<file path="src/rtl/load_store_unit.sv">
// load_store_unit: execute-to-memory stage of the RV32 core.
// Accepts one load/store per valid/ready handshake, drives the byte-addressed
// data memory from registered outputs, and returns write-back data plus an
// error flag. Halfword loads are always assembled from two LBU byte reads.
// Optional feature macro: MISALIGN_SPLIT_EN -- when defined, misaligned
// SH/SW/LH/LHU/LW are split into sequential byte accesses instead of erroring.
module load_store_unit #(
  parameter int unsigned MEM_BYTES = 1024,
  parameter logic [2:0]  NONE_FUNC = 3'b111
) (
  input  logic        clock,
  input  logic        reset,
  input  logic        req_valid,
  output logic        req_ready,
  input  logic        req_store,
  input  logic [1:0]  req_store_func,
  input  logic [2:0]  req_load_func,
  input  logic [31:0] req_addr,
  input  logic [31:0] req_wdata,
  input  logic [4:0]  req_rd,
  output logic        rsp_valid,
  input  logic        rsp_ready,
  output logic [31:0] rsp_rdata,
  output logic [4:0]  rsp_rd,
  output logic        rsp_err,
  output logic        mem_we,
  output logic [1:0]  mem_func_in,
  output logic [2:0]  mem_func_out,
  output logic [31:0] mem_address,
  output logic [31:0] mem_data_in,
  input  logic [31:0] mem_data_out
);

  localparam logic [2:0] F_LB  = 3'b000;
  localparam logic [2:0] F_LH  = 3'b001;
  localparam logic [2:0] F_LW  = 3'b010;
  localparam logic [2:0] F_LBU = 3'b100;
  localparam logic [2:0] F_LHU = 3'b101;
  localparam logic [1:0] F_SB  = 2'b00;
  localparam logic [1:0] F_SH  = 2'b01;
  localparam logic [1:0] F_SW  = 2'b10;

  typedef enum logic [1:0] {S_IDLE, S_ACCESS, S_RESP} state_t;

  state_t      r_state;
  logic        r_store;
  logic        r_bytewise;
  logic [2:0]  r_lfunc;
  logic [31:0] r_addr;
  logic [31:0] r_wdata;
  logic [31:0] r_acc;
  logic [1:0]  r_cnt;
  logic [1:0]  r_last;

  logic        w_legal;
  logic        w_misal;
  logic [2:0]  w_nbytes;
  logic        w_range_err;
  logic        w_err;
  logic        w_bytewise;
  logic [1:0]  w_cnt_inc;
  logic [31:0] w_acc_next;
  logic [31:0] w_final;

  assign req_ready = (r_state == S_IDLE);
  assign w_cnt_inc = r_cnt + 2'd1;

  // Decode the incoming request: legality, access width and alignment.
  always_comb begin
    w_legal  = 1'b0;
    w_misal  = 1'b0;
    w_nbytes = 3'd1;
    if (req_store) begin
      case (req_store_func)
        F_SB:    w_legal = 1'b1;
        F_SH:    begin w_legal = 1'b1; w_nbytes = 3'd2; w_misal = req_addr[0]; end
        F_SW:    begin w_legal = 1'b1; w_nbytes = 3'd4; w_misal = (req_addr[1:0] != 2'b00); end
        default: w_legal = 1'b0;
      endcase
    end else begin
      case (req_load_func)
        F_LB, F_LBU: w_legal = 1'b1;
        F_LH, F_LHU: begin w_legal = 1'b1; w_nbytes = 3'd2; w_misal = req_addr[0]; end
        F_LW:        begin w_legal = 1'b1; w_nbytes = 3'd4; w_misal = (req_addr[1:0] != 2'b00); end
        default:     w_legal = 1'b0;
      endcase
    end
  end

  // Every touched byte must lie below MEM_BYTES; address steps wrap at 2^32.
  always_comb begin
    w_range_err = 1'b0;
    for (int unsigned i = 0; i < 4; i++) begin
      if ((i < 32'(w_nbytes)) && ((req_addr + i) >= MEM_BYTES))
        w_range_err = 1'b1;
    end
  end

  // Pick error vs. byte-serial handling; halfword loads are always byte-serial.
  always_comb begin
`ifdef MISALIGN_SPLIT_EN
    w_err      = !w_legal || w_range_err;
    w_bytewise = (!req_store && (w_nbytes == 3'd2)) || w_misal;
`else
    w_err      = !w_legal || w_misal || w_range_err;
    w_bytewise = !req_store && (w_nbytes == 3'd2);
`endif
  end

  // Assemble byte-serial load data little-endian and extend on the last byte.
  always_comb begin
    w_acc_next = r_acc | (32'(mem_data_out[7:0]) << {r_cnt, 3'b000});
    if (r_last == 2'd1) begin
      if (r_lfunc == F_LH)
        w_final = {{16{w_acc_next[15]}}, w_acc_next[15:0]};
      else
        w_final = {16'h0000, w_acc_next[15:0]};
    end else begin
      w_final = w_acc_next;
    end
  end

  // Main FSM: IDLE accepts and checks, ACCESS drives memory, RESP holds the result.
  always_ff @(posedge clock or posedge reset) begin
    if (reset) begin
      r_state      <= S_IDLE;
      r_store      <= 1'b0;
      r_bytewise   <= 1'b0;
      r_lfunc      <= '0;
      r_addr       <= '0;
      r_wdata      <= '0;
      r_acc        <= '0;
      r_cnt        <= '0;
      r_last       <= '0;
      rsp_valid    <= 1'b0;
      rsp_rdata    <= '0;
      rsp_rd       <= '0;
      rsp_err      <= 1'b0;
      mem_we       <= 1'b0;
      mem_func_in  <= '0;
      mem_func_out <= NONE_FUNC;
      mem_address  <= '0;
      mem_data_in  <= '0;
    end else begin
      case (r_state)
        S_IDLE: begin
          if (req_valid) begin
            r_store    <= req_store;
            r_bytewise <= w_bytewise;
            r_lfunc    <= req_load_func;
            r_addr     <= req_addr;
            r_wdata    <= req_wdata;
            r_acc      <= '0;
            r_cnt      <= '0;
            r_last     <= 2'(w_nbytes - 3'd1);
            rsp_rd     <= req_rd;
            if (w_err) begin
              r_state   <= S_RESP;
              rsp_valid <= 1'b1;
              rsp_err   <= 1'b1;
              rsp_rdata <= '0;
            end else begin
              r_state     <= S_ACCESS;
              rsp_err     <= 1'b0;
              mem_address <= req_addr;
              if (req_store) begin
                mem_we      <= 1'b1;
                mem_func_in <= w_bytewise ? F_SB : req_store_func;
                mem_data_in <= req_wdata;
              end else begin
                mem_func_out <= w_bytewise ? F_LBU : req_load_func;
              end
            end
          end
        end
        S_ACCESS: begin
          if (r_store) begin
            if (!r_bytewise || (r_cnt == r_last)) begin
              mem_we    <= 1'b0;
              r_state   <= S_RESP;
              rsp_valid <= 1'b1;
              rsp_rdata <= '0;
            end else begin
              r_cnt       <= w_cnt_inc;
              mem_address <= r_addr + 32'(w_cnt_inc);
              mem_data_in <= r_wdata >> {w_cnt_inc, 3'b000};
            end
          end else if (!r_bytewise) begin
            rsp_rdata    <= mem_data_out;
            mem_func_out <= NONE_FUNC;
            r_state      <= S_RESP;
            rsp_valid    <= 1'b1;
          end else if (r_cnt == r_last) begin
            rsp_rdata    <= w_final;
            mem_func_out <= NONE_FUNC;
            r_state      <= S_RESP;
            rsp_valid    <= 1'b1;
          end else begin
            r_acc       <= w_acc_next;
            r_cnt       <= w_cnt_inc;
            mem_address <= r_addr + 32'(w_cnt_inc);
          end
        end
        S_RESP: begin
          if (rsp_ready) begin
            rsp_valid <= 1'b0;
            r_state   <= S_IDLE;
          end
        end
        default: r_state <= S_IDLE;
      endcase
    end
  end

endmodule

</file>
<file path="config.mk">
export PLATFORM = sky130hd
export DESIGN_NAME = load_store_unit
export DESIGN_NICKNAME = d
export VERILOG_FILES = /design/src/rtl/load_store_unit.sv
export SDC_FILE = /design/constraint.sdc
export NUM_CORES = 1
export LEC_CHECK = 0
export BUFFER_PORTS_ARGS = -buffer_cell sky130_fd_sc_hd__buf_2
export CORE_MARGIN = 2
export CORE_UTILIZATION = 35
export CTS_BUF_LIST = sky130_fd_sc_hd__clkbuf_16
export DETAILED_ROUTE_END_ITERATION = 10
export GPL_ROUTABILITY_DRIVEN = 0
export SYNTH_ARGS = -nofsm -noshare
export SYNTH_HDL_FRONTEND = slang
export SYNTH_SLANG_ARGS = --single-unit
</file>
<file path="constraint.sdc">
create_clock -name clock -period 18.15 [get_ports clock]
set_clock_uncertainty 0.15 [all_clocks]
set_input_delay 2.7225 -clock clock [delete_from_list [all_inputs] [get_ports clock]]
set_output_delay 2.7225 -clock clock [all_outputs]
set_load 0.05 [all_outputs]
</file>
# Word-level counts from Yosys, hierarchy flattened
# Cells that the tools add are included.
classes:
  eq_ne: 30
  n_shift: 2
  n_reduce_logical: 31
  bitwise: 2
  n_mux: 78
  order_cmp: 8
  addsub: 6
ops:
  columns: ["cell", "n"]
  rows:
  - ["two-way mux 32 bit", 23]
  - ["one-hot mux 32 bit (2 select lines)", 4]
  - [">= comparator 32 x 11 -> 1 bit, second input constant", 4]
  - ["adder 32 x 2 -> 32 bit, second input constant", 2]
  - ["adder 32 x 1 -> 32 bit, second input constant", 1]
  - ["adder 32 x 2 -> 32 bit", 1]
  - ["OR 32 bit", 1]
  - ["<< shifter 8 x 5 -> 32 bit", 1]
  - [">> shifter 32 x 5 -> 32 bit", 1]
  - ["AND reduction 6 bit", 5]
  - ["two-way mux 2 bit", 13]
  - ["two-way mux 3 bit", 8]
  - ["two-way mux 1 bit", 21]
  - ["!= test 2 bit, second input constant", 10]
  - ["one-hot mux 3 bit (2 select lines)", 3]
  - ["!= test 3 bit, second input constant", 5]
  - ["AND reduction 5 bit", 3]
  - ["AND reduction 4 bit", 2]
  - ["equality test 2 x 1 -> 1 bit, second input constant", 3]
  - ["equality test 3 x 1 -> 1 bit, second input constant", 2]
  - ["equality test 3 x 2 -> 1 bit, second input constant", 2]
  - ["equality test 3 bit, second input constant", 2]
  - ["< comparator 1 x 3 -> 1 bit, first input constant", 2]
  - ["< comparator 2 x 3 -> 1 bit, first input constant", 2]
  - ["other kinds (22)", 36]
totals:
  word_cells: 175
  in_bits: 111
  register_bits: 216
  out_inout_bits: 110

# Longest topological paths before layout
# Gate-level depths: netlist (run 1).
logic_depth:
  word_depth: 14
  depth_mapped: 16
  mapped_depth_nobuf: 14

# Worst setup path before layout (run 1)
# No wires, ideal clock.
synth_path:
  path_type: "input to register"
  from: "in req_addr[10]"
  to: "reg mem_data_in[18]"
  path_stages: 14
  arrival_time_ns: 5.625
  setup_slack_ns: 12.250
  path_buffers: 4
  setup_time_ns: 0.125
  required_ns: 17.875
  path_cell_list: "clkbuf_1 > nand4_1 > or4_1 > buf_2 > or4_1 > nand3_1 > o221ai_2 > nor4_2 > o21bai_1 > a2bb2oi_2 > or2_1 > buf_6 > buf_6 > mux2_4"
synth_between:
  elab_chain_len: 9
  word_cells_on_any_way: 18
  cone_classes: "add/sub: 3; order compare: 4; eq/ne: 1; mux: 4; reduce/logical: 6"
synth_lines:
  columns: ["item", "line", "rtl"]
  rows:
  - ["start, declared", "18", "input logic [31:0] req_addr,"]
  - ["adder 32 x 1 -> 32 bit or >= comparator 32 x 11 -> 1 bit (tied branches)", "94", "if ((i < 32'(w_nbytes)) && ((req_addr + i) >= MEM_BYTES))"]
  - [">= comparator 32 x 11 -> 1 bit or logical AND 1 bit (tied branches)", "94", null]
  - ["logical AND 1 bit or two-way mux 1 bit (tied branches)", "94", null]
  - ["two-way mux 1 bit (2 in a row)", "94", null]
  - ["two-way mux 1 bit (*)", "94", null]
  - ["logical OR 1 bit (*)", "105", "w_err = !w_legal || w_misal || w_range_err;"]
  - ["!= test 2 bit (no source line) (*)", null, null]
  - ["AND reduction 6 bit (no source line) (*)", null, null]
  - ["end signal, assigned", "169", "mem_data_in <= req_wdata;"]
  - ["end signal, assigned", "186", "mem_data_in <= r_wdata >> {w_cnt_inc, 3'b000};"]
  - ["end, declared", "30", "output logic [31:0] mem_data_in,"]
# Mark *: on every way between the ends. The rest lies on a longest branch, timed or not.
# A chain may end at the register's enable or synchronous reset.

# Worst setup path in the final report (run 1)
layout_path:
  from: "in req_addr[6]"
  to: "reg mem_data_in[28]"
# Same word-level chain as after synthesis.

==> out/metrics.csv, run 1 <==
metric,value,unit
post-synthesis cell count,1315,
worst-margin pin slew,1.08,ns
Post-CTS Resized,0,
critical path class,in -> reg,
Final Max Tran Viols,0,
sequential share of the synthesized area,46.3,%
grt ovf,0,
max-cap viol count,0,
DRC viols,0,
Iter 0 DRT Violations,785,
Yosys reg bits,216,
Synth async-reset ratio,100,%
Tcrit/Tclk final,36.8,%
latest clock arrival within the worst-skew pair,0.53,ns
Max Clk Rate,150,MHz
PD cells,113,nW/um^2
Slew Limit Headroom,27.6,%
top_reg_cell synth,dfrtp_1,
Final Hold Viols,0,
"CTS clk-pin slew, worst paths",0.06,ns
HPWL after DPL,24700,um
Clock Tree Root,clkbuf_16,
clock buffer depth,3,
Synth-to-Final Area Change,18.2,%
filler cell count,3302,
Die H,187,um
Leak Pwr,6.59,nW
pin count of the biggest net entering global routing,91,
syn nets,1434,
Max VDD drop,0.0758,mV
required time of the critical path,18.40,ns
Final #Nets,1593,
critical path endpoint category,flop,
setup_tns,0,ns
final WL,36200,um
Yosys warning count,0,
WL per Instance,18.7,um
Die X-Extent,187,um
TritonCTS clock tree,built,
gr usage total,20.3,%
top-level I/O count,221,
share of layout cells above drive strength 1,22.7,%
first-pass GRT wire length,57400,um
Die ar.,34900,sq um
Worst EP arrival,6.93,ns
starting density of the core,35.8,%
"EDFF count, synth",0,
Num CTS Buffers,26,
synth unique cells,70,
Setup-failing EPs final,0,
"most common cell after layout, fill and taps aside",nand2_1,
core area,32700,sq um
RSZ-0062 raised after global routing,false,
drt via density,5.43,
PortBufs,220,
outcome,"finished, final reports clean",
crit-path max FO,32,
most frequent cells in the layout,"nand2_1 (284), buf_2 (220), dfrtp_1 (212)",
Final min period,6.67,ns
Critical Path Start Type,input port,
Post-CTS Setup Inserts,0,
Final ANT Viol Nets,0,
FP Rows,66,
Syn Area/Cell,8.89,sq um
CTS Sinks,216,
drt pass-1 iters,5,
routed vias,10481,
initial antenna violation count,2,
CTS hold repair buffers,0,
H-tree depth,1,
Mapped Area,11700,sq um
Hold Path Class,reg -> reg,
vias in the first global route,10165,
final design utilization,42.3,%
[synthesized netlist by cell type, drive strengths merged (7+ instances only)]
cell type	count	share of area, %
nand4	18	1.0
inv	22	0.71
nor3	56	2.4
mux2i	16	1.4
buf	20	0.99
nor4	15	0.86
a22o	8	0.60
and3	12	0.64
nor2	127	4.1
o31ai	10	0.64
ha	7	0.75
a21oi	76	3.5
nand3	36	1.5
o2bb2ai	24	1.8
dfrtp	213	46
xor2	17	1.3
clkbuf	81	2.7
and4	7	0.52
a22oi	9	0.58
and2	8	0.43
nand2	285	9.1
o21ai	50	2.1
a211o	24	1.8
nand2b	7	0.37
nor2b	11	0.59
mux4	8	1.5
a211oi	19	1.2
xnor2	19	1.4
mux2	43	4.6
[per-stage QoR]
| step | total power (W) | cells | hold WS [ns] | setup slack [ns] | area (sq um) |
|---|---|---|---|---|---|
| 6_report | 0.00156 | 1931 | 0.320 | 11.48 | 13800 |
| 4_1_cts | 0.00158 | 1930 | 0.325 | 11.43 | 13800 |
| 5_1_grt | 0.00164 | 1930 | 0.341 | 11.14 | 13800 |
| 2_1_floorplan | 0.000961 | 1315 | 0.290 | 9.37 | 11700 |
| 3_5_place_dp | 0.00110 | 1888 | 0.311 | 10.87 | 13100 |
| 3_3_place_gp | 0.00109 | 1888 | 0.304 | 11.01 | 13100 |
[layout make-up]
class                   count  area (sq um)  area share [%]
diodes                      1          2.50          0.0181
clock buffers              27           676            4.89
clock inverters            15          83.8           0.607
inverters                  22          90.1           0.652
multi-input cells         976          5810            42.1
flip-flops and latches    216          5410            39.2
well taps                 442           553            4.00
repair buffers            232          1190            8.62
[flip-flops by register name, indices dropped and copies added, names as in the netlist, 2 cells and up]
signal / flops
mem_func_out: 3
r_wdata: 32
mem_func_in: 2
r_addr: 32
r_cnt: 2
rsp_rdata: 32
r_state: 2
r_last: 2
mem_address: 32
r_acc: 32
rsp_rd: 5
mem_data_in: 32
r_lfunc: 3
[where the power goes]
group / switching (W) / internal, W
combinational: 0.000308 / 0.000134
clock: 0.000199 / 0.000277
sequential: 0.0000760 / 0.000569
[critical path, stage by stage]
cell and delay [ns]:
buf_2 0.16, nand4_1 0.28, or4_4 0.62, or3_1 0.37, and2_1 0.17, nor3_1 0.24
nor4_2 0.10, o21bai_1 0.24, a2bb2oi_2 0.69, or2_2 0.91, mux2_1 0.38
[worst paths after layout]
kind | from | to | slack [ns] | cells past startpoint
worst max-delay path | req_addr[6] | mem_data_in[28] | 11.48 | 11
worst min register to register | r_wdata[1] | r_wdata[1] | 0.32 | 2
max in group asynchronous | reset | r_addr[15] | 14.36 | 3
worst min-delay path | r_wdata[1] | r_wdata[1] | 0.32 | 2
worst max register to register | r_cnt[0] | mem_address[31] | 13.83 | 14
min in group asynchronous | reset | rsp_rdata[1] | 2.10 | 2
[cell families (layout without fill, tap and decap cells)]
kind of cell	after synthesis	in the layout	share of synthesized area, %
and+or+nand+nor	604	604	23.0
AOI/OAI and AO/OA	261	261	15.2
DFF	216	216	46.3
buffers and inverters	123	296	4.40
muxes	67	67	7.47
xor gates and xnor gates	36	36	2.70
adders and majority gates	8	8	0.920
other	0	1	0
[layer usage]
layer  global-route usage, %  share of wire (%)  vias to the layer above
li1                        -                  -                     4918
met1                    27.5                 44                     5066
met2                    32.3                 45                      416
met3                    4.23                7.5                       79
met4                    7.20                3.5                        2
met5                       0              0.036                        -
Power figures use the tool's default switching activity.
==> run 2: changes to the inputs <==
==> constraint.sdc (replaced) <==
create_clock -name clock -period 6.9 [get_ports clock]
set_clock_uncertainty 0.15 [all_clocks]
set_input_delay 1.035 -clock clock [delete_from_list [all_inputs] [get_ports clock]]
set_output_delay 1.035 -clock clock [all_outputs]
set_load 0.05 [all_outputs]
==> run 2 against run 1 <==
Net effect: total power increased to 2.6 times the previous value; clock-buffer cell count is the same; flip-flop and latch count unchanged; largest power group unchanged; combinational power grew to 2.6 times the previous value; sequential share of layout area is 0.11 points lower; register-to-register slack got worse by 11 ns; sequential power rose to 2.6 times the previous value; largest cell class unchanged; highest routed layer unchanged.
==> out/metrics.csv, run 2 (synthesis gave the netlist of run 1 again) <==
metric,value,unit
clock buffer depth,3,
latest clock arrival within the worst-skew pair,0.54,ns
RR Endpoint,mem_address[31],
worst-margin pin slew,1.09,ns
Final Max Tran Viols,0,
"CTS clk-pin slew, worst paths",0.06,ns
Leak Pwr,6.60,nW
crit-path leading delay family,simple AND/OR/NAND/NOR gates,
Final min period,4.91,ns
RSZ-0062 raised after global routing,false,
critical path class,in -> reg,
CTS hold repair buffers,0,
HPWL after DPL,24800,um
grt ovf,0,
first-pass GRT wire length,57800,um
Hold Path Class,in -> async,
WL per Instance,18.7,um
initial antenna violation count,4,
FF-to-FF path depth,14,
Worst EP arrival,5.17,ns
core area,32700,sq um
TritonCTS clock tree,built,
share of layout cells above drive strength 1,23.0,%
PD cells,297,nW/um^2
CP Launch Point,req_addr[6],
Worst Path Buf+Inv,1,
top-level I/O count,221,
placed cell areas,13100,sq um
Iter 0 DRT Violations,843,
CTS Sinks,216,
setup_tns,0,ns
PortBufs,220,
Synth-to-Final Area Change,18.5,%
drt pass-1 iters,5,
Final #Nets,1595,
Final ANT Viol Nets,0,
Slew Limit Headroom,27.1,%
max-cap viol count,0,
Max VDD drop,0.207,mV
register area,5410,sq um
Final Hold Viols,0,
crit-path max FO,32,
Max Clk Rate,204,MHz
CP max stage cell,or2_2,
Num CTS Buffers,27,
FP Rows,66,
gr usage total,20.4,%
Worst path max stage delay,0.87,ns
final WL,36200,um
outcome,"finished, final reports clean",
DRC viols,0,
Final Cell Area,13900,sq um
Die H,187,um
routed vias,10393,
Setup-failing EPs final,0,
Die X-Extent,187,um
Tcrit/Tclk final,71.1,%
Crit path depth,11,
required time of the critical path,7.17,ns
flop-to-flop setup slack,2.53,ns
vias in the first global route,10099,
critical path endpoint category,flop,
Post-CTS Resized,0,
RR Startpoint,r_cnt[0],
Die ar.,34900,sq um
Clock Tree Root,clkbuf_16,
starting density of the core,35.8,%
Critical Path Start Type,input port,
most frequent cells in the layout,"nand2_1 (284), buf_2 (220), dfrtp_1 (212)",
pin count of the biggest net entering global routing,131,
drt via density,5.36,
"Cell Chain, Critical Path",buf_2 > nand4_1 > or4_4 > or3_1 > and2_1 > nor3_1 > nor4_2 > o21bai_1 > a2bb2oi_2 > or2_2 > mux2_1,
filler cell count,3329,
area of the multi-input gates,5810,sq um
H-tree depth,1,
"most common cell after layout, fill and taps aside",nand2_1,
Post-CTS Setup Inserts,0,
-- run 2: cell types whose count changed in the layout (fill, tap and decap cells not counted) --
cell / delta
inv_6: +1
buf_12: +1
clkinv_2: +3
inv_8: -1
clkinv_1: +1
clkinvlp_4: +4
inv_1: +1
bufinv_16: -1
-- run 2: layout make-up --
class,count,share of cell area (%)
timing repair buffer,233,8.74
clock inverter,23,0.776
inverter,22,0.623
clock buffer,27,4.88
tap,442,3.99
sequential,216,39.0
multi-input combinational,976,41.9
antenna,1,0.0181
-- run 2: how the worst max path moves through the flow --
stage / endpoint / slack [ns]
6_report: mem_data_in[30] / 1.99
5_1_grt: mem_data_in[30] / 1.71
4_1_cts: mem_data_in[29] / 2.02
3_5_place_dp: mem_data_in[30] / 1.46
3_3_place_gp: mem_data_in[29] / 1.52
2_1_floorplan: mem_data_in[18] / 2.69
-- run 2: per-layer routing --
| layer | vias to the layer above | GRT usage [%] | wire, um |
|---|---|---|---|
| met1 | 5007 | 28.0 | 16100 |
| li1 | 4906 | - | - |
| met4 | 6 | 5.86 | 1020 |
| met3 | 68 | 4.42 | 2630 |
| met2 | 406 | 32.4 | 16400 |
| met5 | - | 0 | 38 |
-- run 2: worst register-to-register path, delay by kind of cell, from the launching register on --
family,cells,cell delay (ns)
muxes,1,0.32
and+or+nand+nor,8,2.58
buffers and inverters,1,0.28
xor gates and xnor gates,1,0.17
AOI/OAI and AO/OA,2,0.14
DFF,1,0.39
adders and majority gates,1,0.22
-- run 2: where the power goes --
| group | internal [W] | switching (W) |
|---|---|---|
| logic | 0.000354 | 0.000812 |
| clock network | 0.000706 | 0.000557 |
| registers | 0.00150 | 0.000198 |
| total | 0.00256 | 0.00157 |
-- run 2: metrics by stage --
step | utilization [%] | total power (W) | hold WS, ns | instances | worst slack (ns)
after floorplan | - | 0.00253 | 0.290 | 1315 | 2.69
after global placement | 40.0 | 0.00286 | 0.304 | 1889 | 1.52
after detailed placement | 40.0 | 0.00288 | 0.311 | 1889 | 1.46
after CTS | 42.4 | 0.00417 | 0.289 | 1939 | 2.02
after global routing | 42.4 | 0.00433 | 0.310 | 1940 | 1.71
final | 42.4 | 0.00412 | 0.308 | 1940 | 1.99
